==> config.mk <==
export PLATFORM = sky130hd
export DESIGN_NAME = xadc_req_scheduler_flat
export DESIGN_NICKNAME = d
export VERILOG_FILES = /design/src/rtl/xadc_req_scheduler_if.sv /design/src/rtl/xadc_req_scheduler.sv /design/src/flat_wrapper.sv
export SDC_FILE = /design/constraint.sdc
export NUM_CORES = 1
export LEC_CHECK = 0
export BUFFER_PORTS_ARGS = -buffer_cell sky130_fd_sc_hd__buf_2
export CORE_MARGIN = 2
export CORE_UTILIZATION = 35
export DETAILED_ROUTE_END_ITERATION = 12
export GPL_TIMING_DRIVEN = 0
export PLACE_DENSITY_LB_ADDON = 0.1
export SLEW_MARGIN = 20
export SYNTH_ARGS = -nofsm -noshare
export SYNTH_HDL_FRONTEND = slang
export SYNTH_SLANG_ARGS = --single-unit
==> constraint.sdc <==
create_clock -name Clk -period 2.1 [get_ports Clk]
set_input_delay 0.21 -clock Clk [delete_from_list [all_inputs] [get_ports Clk]]
set_output_delay 0.21 -clock Clk [all_outputs]
set_load 0.01 [all_outputs]
==> src/rtl/xadc_req_scheduler_if.sv <==
// Requester and XADC/DRP signal bundle for xadc_req_scheduler.
// The master modport is the scheduler's view. The slave modport is the view of
// the requesters plus the ADC.
interface xadc_req_scheduler_if #(
   parameter int N_REQ = 4
);
   // requester side
   logic [N_REQ-1:0]   Req;
   logic [7*N_REQ-1:0] Req_Addr;
   logic [N_REQ-1:0]   Ack;
   logic [15:0]        Rsp_Data;
   logic               Rsp_Err;
   logic               Busy;
   // XADC conversion / DRP side
   logic               ADC_SC;
   logic               ADC_Busy;
   logic               ADC_EOC;
   logic               Data_En;
   logic               Data_Rdy;
   logic [6:0]         ADC_Address;
   logic [15:0]        ADC_Data_in;

   modport master (
      input  Req, Req_Addr, ADC_Busy, ADC_EOC, Data_Rdy, ADC_Data_in,
      output Ack, Rsp_Data, Rsp_Err, Busy, ADC_SC, Data_En, ADC_Address
   );

   modport slave (
      output Req, Req_Addr, ADC_Busy, ADC_EOC, Data_Rdy, ADC_Data_in,
      input  Ack, Rsp_Data, Rsp_Err, Busy, ADC_SC, Data_En, ADC_Address
   );
endinterface

==> src/rtl/xadc_req_scheduler.sv <==
// Round-robin scheduler sharing one XADC conversion/DRP port among N_REQ
// requesters. Each grant runs one conversion plus one register read. The
// result is returned with a one-cycle Ack to the winner. A saturating wait
// counter aborts a transaction when the ADC stays silent.
module xadc_req_scheduler #(
   parameter int N_REQ   = 4,
   parameter int TIMEOUT = 1023
) (
   input  logic                  Clk,
   input  logic                  Reset,
   xadc_req_scheduler_if.master  bus
);
   localparam int LW = (N_REQ > 1) ? $clog2(N_REQ) : 1;
   localparam int CW = $clog2(TIMEOUT + 1);
   localparam logic [CW-1:0]    TMAX    = CW'(TIMEOUT);
   localparam logic [N_REQ-1:0] ONE_HOT = {{(N_REQ-1){1'b0}}, 1'b1};

   typedef enum logic [2:0] {
      IDLE, START, WT_EOC, READ, WT_DRDY, DONE
   } state_t;

   state_t           state_q;
   logic [LW-1:0]    last_q;
   logic [LW-1:0]    gnt_q;
   logic [CW-1:0]    cnt_q;
   logic [N_REQ-1:0] ack_q;
   logic [15:0]      data_q;
   logic             err_q;
   logic             busy_q;
   logic             sc_q;
   logic             en_q;
   logic [6:0]       addr_q;

   // arbiter result, consumed only on the IDLE->START edge
   logic [LW-1:0]    win_d;
   logic             found_d;
   int               idx_d;

   // Round-robin scan starting one past the last grant, wrapping around.
   always_comb begin
      win_d   = last_q;
      found_d = 1'b0;
      idx_d   = 0;
      for (int off = 1; off <= N_REQ; off++) begin
         idx_d = int'(last_q) + off;
         if (idx_d >= N_REQ) idx_d = idx_d - N_REQ;
         if (!found_d && bus.Req[idx_d]) begin
            found_d = 1'b1;
            win_d   = LW'(idx_d);
         end
      end
   end

   // Transaction sequencer. All outputs are registered and set on the edge
   // that enters the state in which they are meant to be visible.
   always_ff @(posedge Clk or posedge Reset) begin
      if (Reset) begin
         state_q <= IDLE;
         last_q  <= LW'(N_REQ - 1);
         gnt_q   <= '0;
         cnt_q   <= '0;
         ack_q   <= '0;
         data_q  <= '0;
         err_q   <= 1'b0;
         busy_q  <= 1'b0;
         sc_q    <= 1'b0;
         en_q    <= 1'b0;
         addr_q  <= '0;
      end else begin
         // single-cycle pulses drop by default
         sc_q  <= 1'b0;
         en_q  <= 1'b0;
         ack_q <= '0;
         case (state_q)
            IDLE: begin
               if (found_d && !bus.ADC_Busy) begin
                  state_q <= START;
                  gnt_q   <= win_d;
                  last_q  <= win_d;
                  addr_q  <= bus.Req_Addr[int'(win_d)*7 +: 7];
                  sc_q    <= 1'b1;
                  busy_q  <= 1'b1;
               end
            end
            START: begin
               state_q <= WT_EOC;
               cnt_q   <= '0;
            end
            WT_EOC: begin
               // an event in the expiry cycle still wins over the timeout
               if (bus.ADC_EOC) begin
                  state_q <= READ;
                  en_q    <= 1'b1;
               end else if (cnt_q == TMAX) begin
                  state_q <= DONE;
                  ack_q   <= ONE_HOT << gnt_q;
                  data_q  <= '0;
                  err_q   <= 1'b1;
               end else begin
                  cnt_q   <= cnt_q + CW'(1);
               end
            end
            READ: begin
               state_q <= WT_DRDY;
               cnt_q   <= '0;
            end
            WT_DRDY: begin
               if (bus.Data_Rdy) begin
                  state_q <= DONE;
                  ack_q   <= ONE_HOT << gnt_q;
                  data_q  <= bus.ADC_Data_in;
                  err_q   <= 1'b0;
               end else if (cnt_q == TMAX) begin
                  state_q <= DONE;
                  ack_q   <= ONE_HOT << gnt_q;
                  data_q  <= '0;
                  err_q   <= 1'b1;
               end else begin
                  cnt_q   <= cnt_q + CW'(1);
               end
            end
            DONE: begin
               state_q <= IDLE;
               busy_q  <= 1'b0;
            end
            default: begin
               state_q <= IDLE;
               busy_q  <= 1'b0;
            end
         endcase
      end
   end

   assign bus.Ack         = ack_q;
   assign bus.Rsp_Data    = data_q;
   assign bus.Rsp_Err     = err_q;
   assign bus.Busy        = busy_q;
   assign bus.ADC_SC      = sc_q;
   assign bus.Data_En     = en_q;
   assign bus.ADC_Address = addr_q;

endmodule

==> src/flat_wrapper.sv <==
// flat-port wrapper written by rule: the top's interface ports become plain ports
module xadc_req_scheduler_flat 
#(
   parameter int N_REQ   = 4,
   parameter int TIMEOUT = 1023
)
  (Clk, Reset, bus_Req, bus_Req_Addr, bus_ADC_Busy, bus_ADC_EOC, bus_Data_Rdy, bus_ADC_Data_in, bus_Ack, bus_Rsp_Data, bus_Rsp_Err, bus_Busy, bus_ADC_SC, bus_Data_En, bus_ADC_Address);
  xadc_req_scheduler_if #(.N_REQ(N_REQ)) bus_i ();
  input  logic Clk;
  input  logic Reset;
  input wire logic [$bits(bus_i.Req)-1:0] bus_Req;
  input wire logic [$bits(bus_i.Req_Addr)-1:0] bus_Req_Addr;
  input wire logic [$bits(bus_i.ADC_Busy)-1:0] bus_ADC_Busy;
  input wire logic [$bits(bus_i.ADC_EOC)-1:0] bus_ADC_EOC;
  input wire logic [$bits(bus_i.Data_Rdy)-1:0] bus_Data_Rdy;
  input wire logic [$bits(bus_i.ADC_Data_in)-1:0] bus_ADC_Data_in;
  output wire logic [$bits(bus_i.Ack)-1:0] bus_Ack;
  output wire logic [$bits(bus_i.Rsp_Data)-1:0] bus_Rsp_Data;
  output wire logic [$bits(bus_i.Rsp_Err)-1:0] bus_Rsp_Err;
  output wire logic [$bits(bus_i.Busy)-1:0] bus_Busy;
  output wire logic [$bits(bus_i.ADC_SC)-1:0] bus_ADC_SC;
  output wire logic [$bits(bus_i.Data_En)-1:0] bus_Data_En;
  output wire logic [$bits(bus_i.ADC_Address)-1:0] bus_ADC_Address;
  assign bus_i.Req = bus_Req;
  assign bus_i.Req_Addr = bus_Req_Addr;
  assign bus_i.ADC_Busy = bus_ADC_Busy;
  assign bus_i.ADC_EOC = bus_ADC_EOC;
  assign bus_i.Data_Rdy = bus_Data_Rdy;
  assign bus_i.ADC_Data_in = bus_ADC_Data_in;
  assign bus_Ack = bus_i.Ack;
  assign bus_Rsp_Data = bus_i.Rsp_Data;
  assign bus_Rsp_Err = bus_i.Rsp_Err;
  assign bus_Busy = bus_i.Busy;
  assign bus_ADC_SC = bus_i.ADC_SC;
  assign bus_Data_En = bus_i.Data_En;
  assign bus_ADC_Address = bus_i.ADC_Address;
  xadc_req_scheduler #(.N_REQ(N_REQ), .TIMEOUT(TIMEOUT)) u_core (.Clk(Clk), .Reset(Reset), .bus(bus_i));
endmodule
# == Yosys cells after proc, flatten, opt, wreduce, memory -nomap -nowiden ==
# Cells that the tools add are included.
# totals
output_inout_bits,31
in_bits,53
elab_cells,108
ff_bits,48
# classes
n_mux,51
addsub,9
eq_ne,8
n_shift,2
order_cmp,8
reduce_logical,17
n_bitwise,1
n_mul,1
# ops
op,n
$ge A32 B4 Y1 const B,4
$lt A32 B4 Y1 const B,4
$mux W32,4
$sub A32 B4 Y32 const B,4
$mux W16,3
$pmux W16 S2,1
$shiftx A28 B32 Y7,1
$mux W10,3
$pmux W10 S3,1
$mux W1,20
$pmux W3 S5,1
$mux W3,4
$mux W4,3
$add A10 B1 Y10 const B,1
$eq A10 B10 Y1 const B,1
$bmux W1 S2,4
$mux W2,4
$pmux W4 S2,1
$add A2 B2 Y3 const B,2
$eq A3 B2 Y1 const B,2
$reduce_and A2 Y1,3
$mul A2 B3 Y5 const B,1
$add A2 B3 Y4 const B,1
$logic_and A1 B1 Y1,4
15 further kinds,20

# == Logic depth before layout (Yosys ltp) ==
# logic_depth
ltp_word,19
mapped_depth,7
depth_no_buf,6

# == Worst setup path before layout ==
# Ideal clock, no wire load.
# synth_path
kind,flip-flop to flip-flop
from,reg u_core.state_q[1]
to,reg u_core.cnt_q[5]
path_stages_with_launch,7
arrival_ns,1.701
synth_period_minus_slack_ns,1.821
required_ns,1.980
setup_time_ns,0.120
path_buffers,1
slack_ns,0.279
cell_sequence,dfrtp_1 -> buf_6 -> or2_4 -> or3_4 -> a211oi_4 -> a31oi_1 -> a41o_1
# synth_via
elab_chain_len,4
elab_cells_between_ends,10
cone_classes,eq/ne: 6; mux: 1; reduce/logical: 3
# synth_rtl
element,line,rtl
from (decl),xadc_req_scheduler.sv:22,state_t state_q;
from (signal assigned),xadc_req_scheduler.sv:58,state_q <= IDLE;
from (signal assigned),xadc_req_scheduler.sv:77,state_q <= START;
from (signal assigned),xadc_req_scheduler.sv:86,state_q <= WT_EOC;
$eq A3 B1 Y1 or $eq A3 B2 Y1 (tied branches),xadc_req_scheduler.sv:74,case (state_q)
$reduce_or A2 Y1 (no line),--,
$reduce_bool A3 Y1 (no line),--,
$reduce_and A3 Y1 (no line),--,
to (signal assigned),xadc_req_scheduler.sv:100,cnt_q <= cnt_q + CW'(1);
to (signal assigned),xadc_req_scheduler.sv:119,cnt_q <= cnt_q + CW'(1);
to (decl),xadc_req_scheduler.sv:25,logic [CW-1:0] cnt_q;
# Parallel ways exist; a longest one is shown, timed or not.
# A chain may end at the register's enable or synchronous reset.

# == Worst setup path in the final report ==
# layout_path
from,reg u_core.state_q[1]
to,reg u_core.cnt_q[7]
# Same word-level chain as after synthesis.

==> results.txt <==
The number of inserted diodes is 0. The cell area after layout is 3190 um^2. The worst setup path is launched from a flop. The number of rows created at floorplan is 30. The placed wire-length estimate is 4450 um. The total power divided by cell area came out at 1210 nW/um^2.

The final hold violation count came to 0. The most used flip-flop cell after synthesis is dfrtp_1. The initial antenna violation count is 0.

The floorplan step defined a die boundary enclosing 7800 um^2. The run finished with clean final reports. The total placed cells including tap cells is 447. The signal arrival time at the worst endpoint is 2.16 ns. The post-synthesis cell type count is 45. The CTS tree is yes.

For this run, the top clock speed supported by timing is 508 MHz. For the final database, setup skew stands at 0.00649 ns. The H-tree depth reported by CTS is 2. Headroom to the max-slew limit came out at 50.0%. The combinational group share of total power came out at 46.9%.

Setup violations remaining at the end of the flow were counted as 0. The min-delay analysis places its worst path in the category input port to flop. The slew at the pin closest to its max-slew limit is 0.742 ns. The clock reaches the later pin of the worst-skew pair after 0.30 ns. Walking the worst path, the cells encountered are buf_6 -> or2_4 -> or3_4 -> a211oi_4 -> a31oi_1 -> a41o_1.

IR analysis of the VDD net gives a maximum drop of 0.367 mV. The number of warnings issued by yosys is 0. The share of synthesized registers carrying an async set or reset came out at 100%. The cell leakage power came out at 1.48 nW.

The internal cell power is 2.29 mW. The post-synthesis sequential element count is 48. The layout-stage area growth over the synthesis result came out at 28.0%. Dividing the detail-routed via count by the number of cells gives 4.97. The count of max-cap constraint violations came out at 0. The first detailed-routing pass ran for 4 iterations.

In this run the worst path has a maximum fanout of 9. The reported net switching power came out at 1.57 mW. The initial standard-cell utilization of the core is 36.4%.

The worst slack at placement came out at 0.00490 ns. The required time at the endpoint of the critical path is 2.30 ns. For this run, the register share of the synthesized area comes to 48.3%. The number of flops mapped to enable cells by yosys is 0. The slowest stage of the critical path is the dfrtp_1 cell. By startpoint and endpoint, the worst setup path is classified as flop to flop. The number of global-route vias before repair is 2149. The total nets after synthesis is 321. The final global-route overflow total came out at 0. In this run the count of I/O pins placed on the die edge is 84. The initial detailed-routing violation count came out at 87.

The gate count after technology mapping is 267. The count of nets left with antenna violations once routing finished came out at 0. The biggest cell delay along the critical path came out at 0.38 ns. The area of placed instances is 3050 um^2. In the final layout, the share of cells above drive strength 1 is 33.0%.

The max-slew violation total from the final report is 0. The placeable core region is 6830 um^2. In this run the horizontal extent of the chip is 88.3 um. Sequential cells account for 37.9% of the total power.

For this block, the routed nets add up to 6120 um of wire. The all-layer global routing usage came out at 16.6%. In this run the mean area of a mapped cell was 9.33 um^2. The net total in the final layout came out at 414. The worst hold slack is 0.211 ns. The count of buffering cells on the critical path with inverters included is 1. Dividing the detail-routed wire length by the instance count gives 13.4 um. The first global-routing pass estimated 10200 um of wire.

The proportion of power drawn by the clock network came out at 15.2%. The post-route minimum period is 1.97 ns. The post-CTS clock slew at the launch and capture registers of the worst setup and hold paths came out at 0.09 ns. Entering global routing, the biggest net connects 32 pins.

The number of sinks driven by the clock tree came out at 48. The residual DRC count came out at 0. The count of buffers inserted at the top-level ports is 83. The fraction of power spent switching nets came out at 40.8%.

The cell family contributing the most delay on the critical path is compound AO/OA/AOI/OAI gates. The root buffer cell is clkbuf_8. The final setup TNS came out at 0 ns. The deepest clock path buffer count is 2.

The post-synthesis cell area came out at 2490 um^2. The worst setup path is captured at a flop. Setup repair after global routing left no endpoint under its margin.

The number of clock buffers added by TritonCTS is 5. The share of the cycle needed by the critical path after routing came out at 93.7%. The total vias in the final route is 2272. The routability congestion estimate is 0.768. The die is 88.3 um tall. The final setup slack of the worst path is 0.132 ns. The final cell count without fillers is 457.
## state kept, by name, summed over array words and instances (netlist names)
signal,flops
u_core.gnt_q,2
u_core.bus.ADC_Address,7
u_core.bus.Rsp_Data,16
u_core.last_q,2
u_core.bus.Data_En,1
u_core.bus.Ack,4
u_core.cnt_q,10
u_core.state_q,3
u_core.bus.Busy,1
u_core.bus.ADC_SC,1
u_core.bus.Rsp_Err,1
## worst register-to-register path: stages, from the launching register on
cell and delay, ns:
dfrtp_1 0.38, buf_6 0.13, or2_4 0.24, or3_4 0.38, a211oi_4 0.38, a31oi_1 0.14, a41o_1 0.22
## routing by layer
metal	vias up	wire length (um)	track usage [%]
met5	-	0	0
met2	63	2830	25.8
met1	1046	2840	22.8
li1	1157	-	-
met3	6	387	4.20
met4	0	70	5.10
## placed cells by master, fill, tap and decap left out, types with 7 or more instances in the layout
cell type  instances
a211o_1            7
a21oi_1           26
buf_2             89
dfrtp_1           46
mux2i_1            8
nand2_1           23
nand3_1            7
nand4_1            8
nor2_1            33
o211ai_1           8
o21ai_0           19
o31ai_1            7
## power by group through the flow
stage / Combinational, mW / Clock, mW / Sequential, mW
floorplan: 1.08 / 0 / 1.59
global placement: 1.73 / 0 / 1.49
detailed placement: 1.76 / 0 / 1.49
CTS: 1.77 / 0.618 / 1.47
global route: 2.05 / 0.654 / 1.51
finish: 1.81 / 0.587 / 1.47
## kinds of logic after synthesis
kind of cell | after synthesis | synth area share [%]
compound gates | 89 | 23.3
xor+xnor | 4 | 1.41
fa+ha+maj | 1 | 0.502
buf+inv | 21 | 3.77
flops | 48 | 48.3
mux | 8 | 3.22
simple gates | 96 | 19.5
## layout make-up
class,count,area [um^2]
repair buffers,87,473
fillers,708,3640
inverters,8,30.0
clock inverters,2,15.0
flip-flops and latches,48,1200
multi-input cells,198,1200
well taps,96,120
plain buffers,12,60.1
clock buffers,6,82.6
## worst paths after layout
kind	cells after the start	slack (ns)	endpoint	start
min	3	0.21	u_core.bus.ADC_Address[4]	bus_Req_Addr[25]
min in group asynchronous	3	0.45	u_core.bus.ADC_Address[4]	Reset
max reg2reg	6	0.13	u_core.cnt_q[7]	u_core.state_q[1]
max	6	0.13	u_core.cnt_q[7]	u_core.state_q[1]
min reg2reg	1	0.50	u_core.bus.Ack[2]	u_core.gnt_q[0]
max in group asynchronous	4	1.07	u_core.last_q[1]	Reset
## stage by stage
| stage | utilization (%) | power [mW] |
|---|---|---|
| 4_1_cts | 46.2 | 3.86 |
| 3_5_place_dp | 44.6 | 3.25 |
| 2_1_floorplan | - | 2.67 |
| 3_3_place_gp | 44.3 | 3.21 |
| 6_report | 46.6 | 3.86 |
| 5_1_grt | 46.6 | 4.22 |
## cells in the mapped netlist, types with 2 or more instances
| library cell | number | area, um^2 |
|---|---|---|
| a211o_1 | 7 | 61.3 |
| a211oi_1 | 2 | 15.0 |
| a21o_1 | 5 | 37.5 |
| a21oi_1 | 28 | 140 |
| a21oi_2 | 2 | 17.5 |
| a31oi_1 | 3 | 18.8 |
| a41o_1 | 2 | 20.0 |
| and3_1 | 3 | 18.8 |
| buf_1 | 2 | 7.51 |
| buf_2 | 6 | 30.0 |
| clkbuf_1 | 4 | 15.0 |
| dfrtp_1 | 46 | 1150 |
| dfstp_2 | 2 | 52.6 |
| inv_1 | 7 | 26.3 |
| mux2i_1 | 8 | 80.1 |
| nand2_1 | 24 | 90.1 |
| nand2b_1 | 4 | 25.0 |
| nand3_1 | 7 | 35.0 |
| nand4_1 | 8 | 50.1 |
| nor2_1 | 33 | 124 |
| nor2b_1 | 2 | 12.5 |
| nor3_1 | 2 | 10.0 |
| o211ai_1 | 8 | 60.1 |
| o21ai_0 | 19 | 95.1 |
| o31ai_1 | 7 | 52.6 |
| or3_1 | 3 | 18.8 |
| or3b_2 | 2 | 17.5 |
| xnor2_1 | 4 | 35.0 |
## timing repair
action | 4_1_cts | 5_1_grt
hold endpoints to repair | 17 | 0
pin swaps | 0 | 1
setup endpoints to repair | 1 | 17
setup buffers | 0 | 2
gates resized for setup | 1 | 2
hold buffers | 1 | 0
Note: power is estimated with default switching activity, not from simulation.
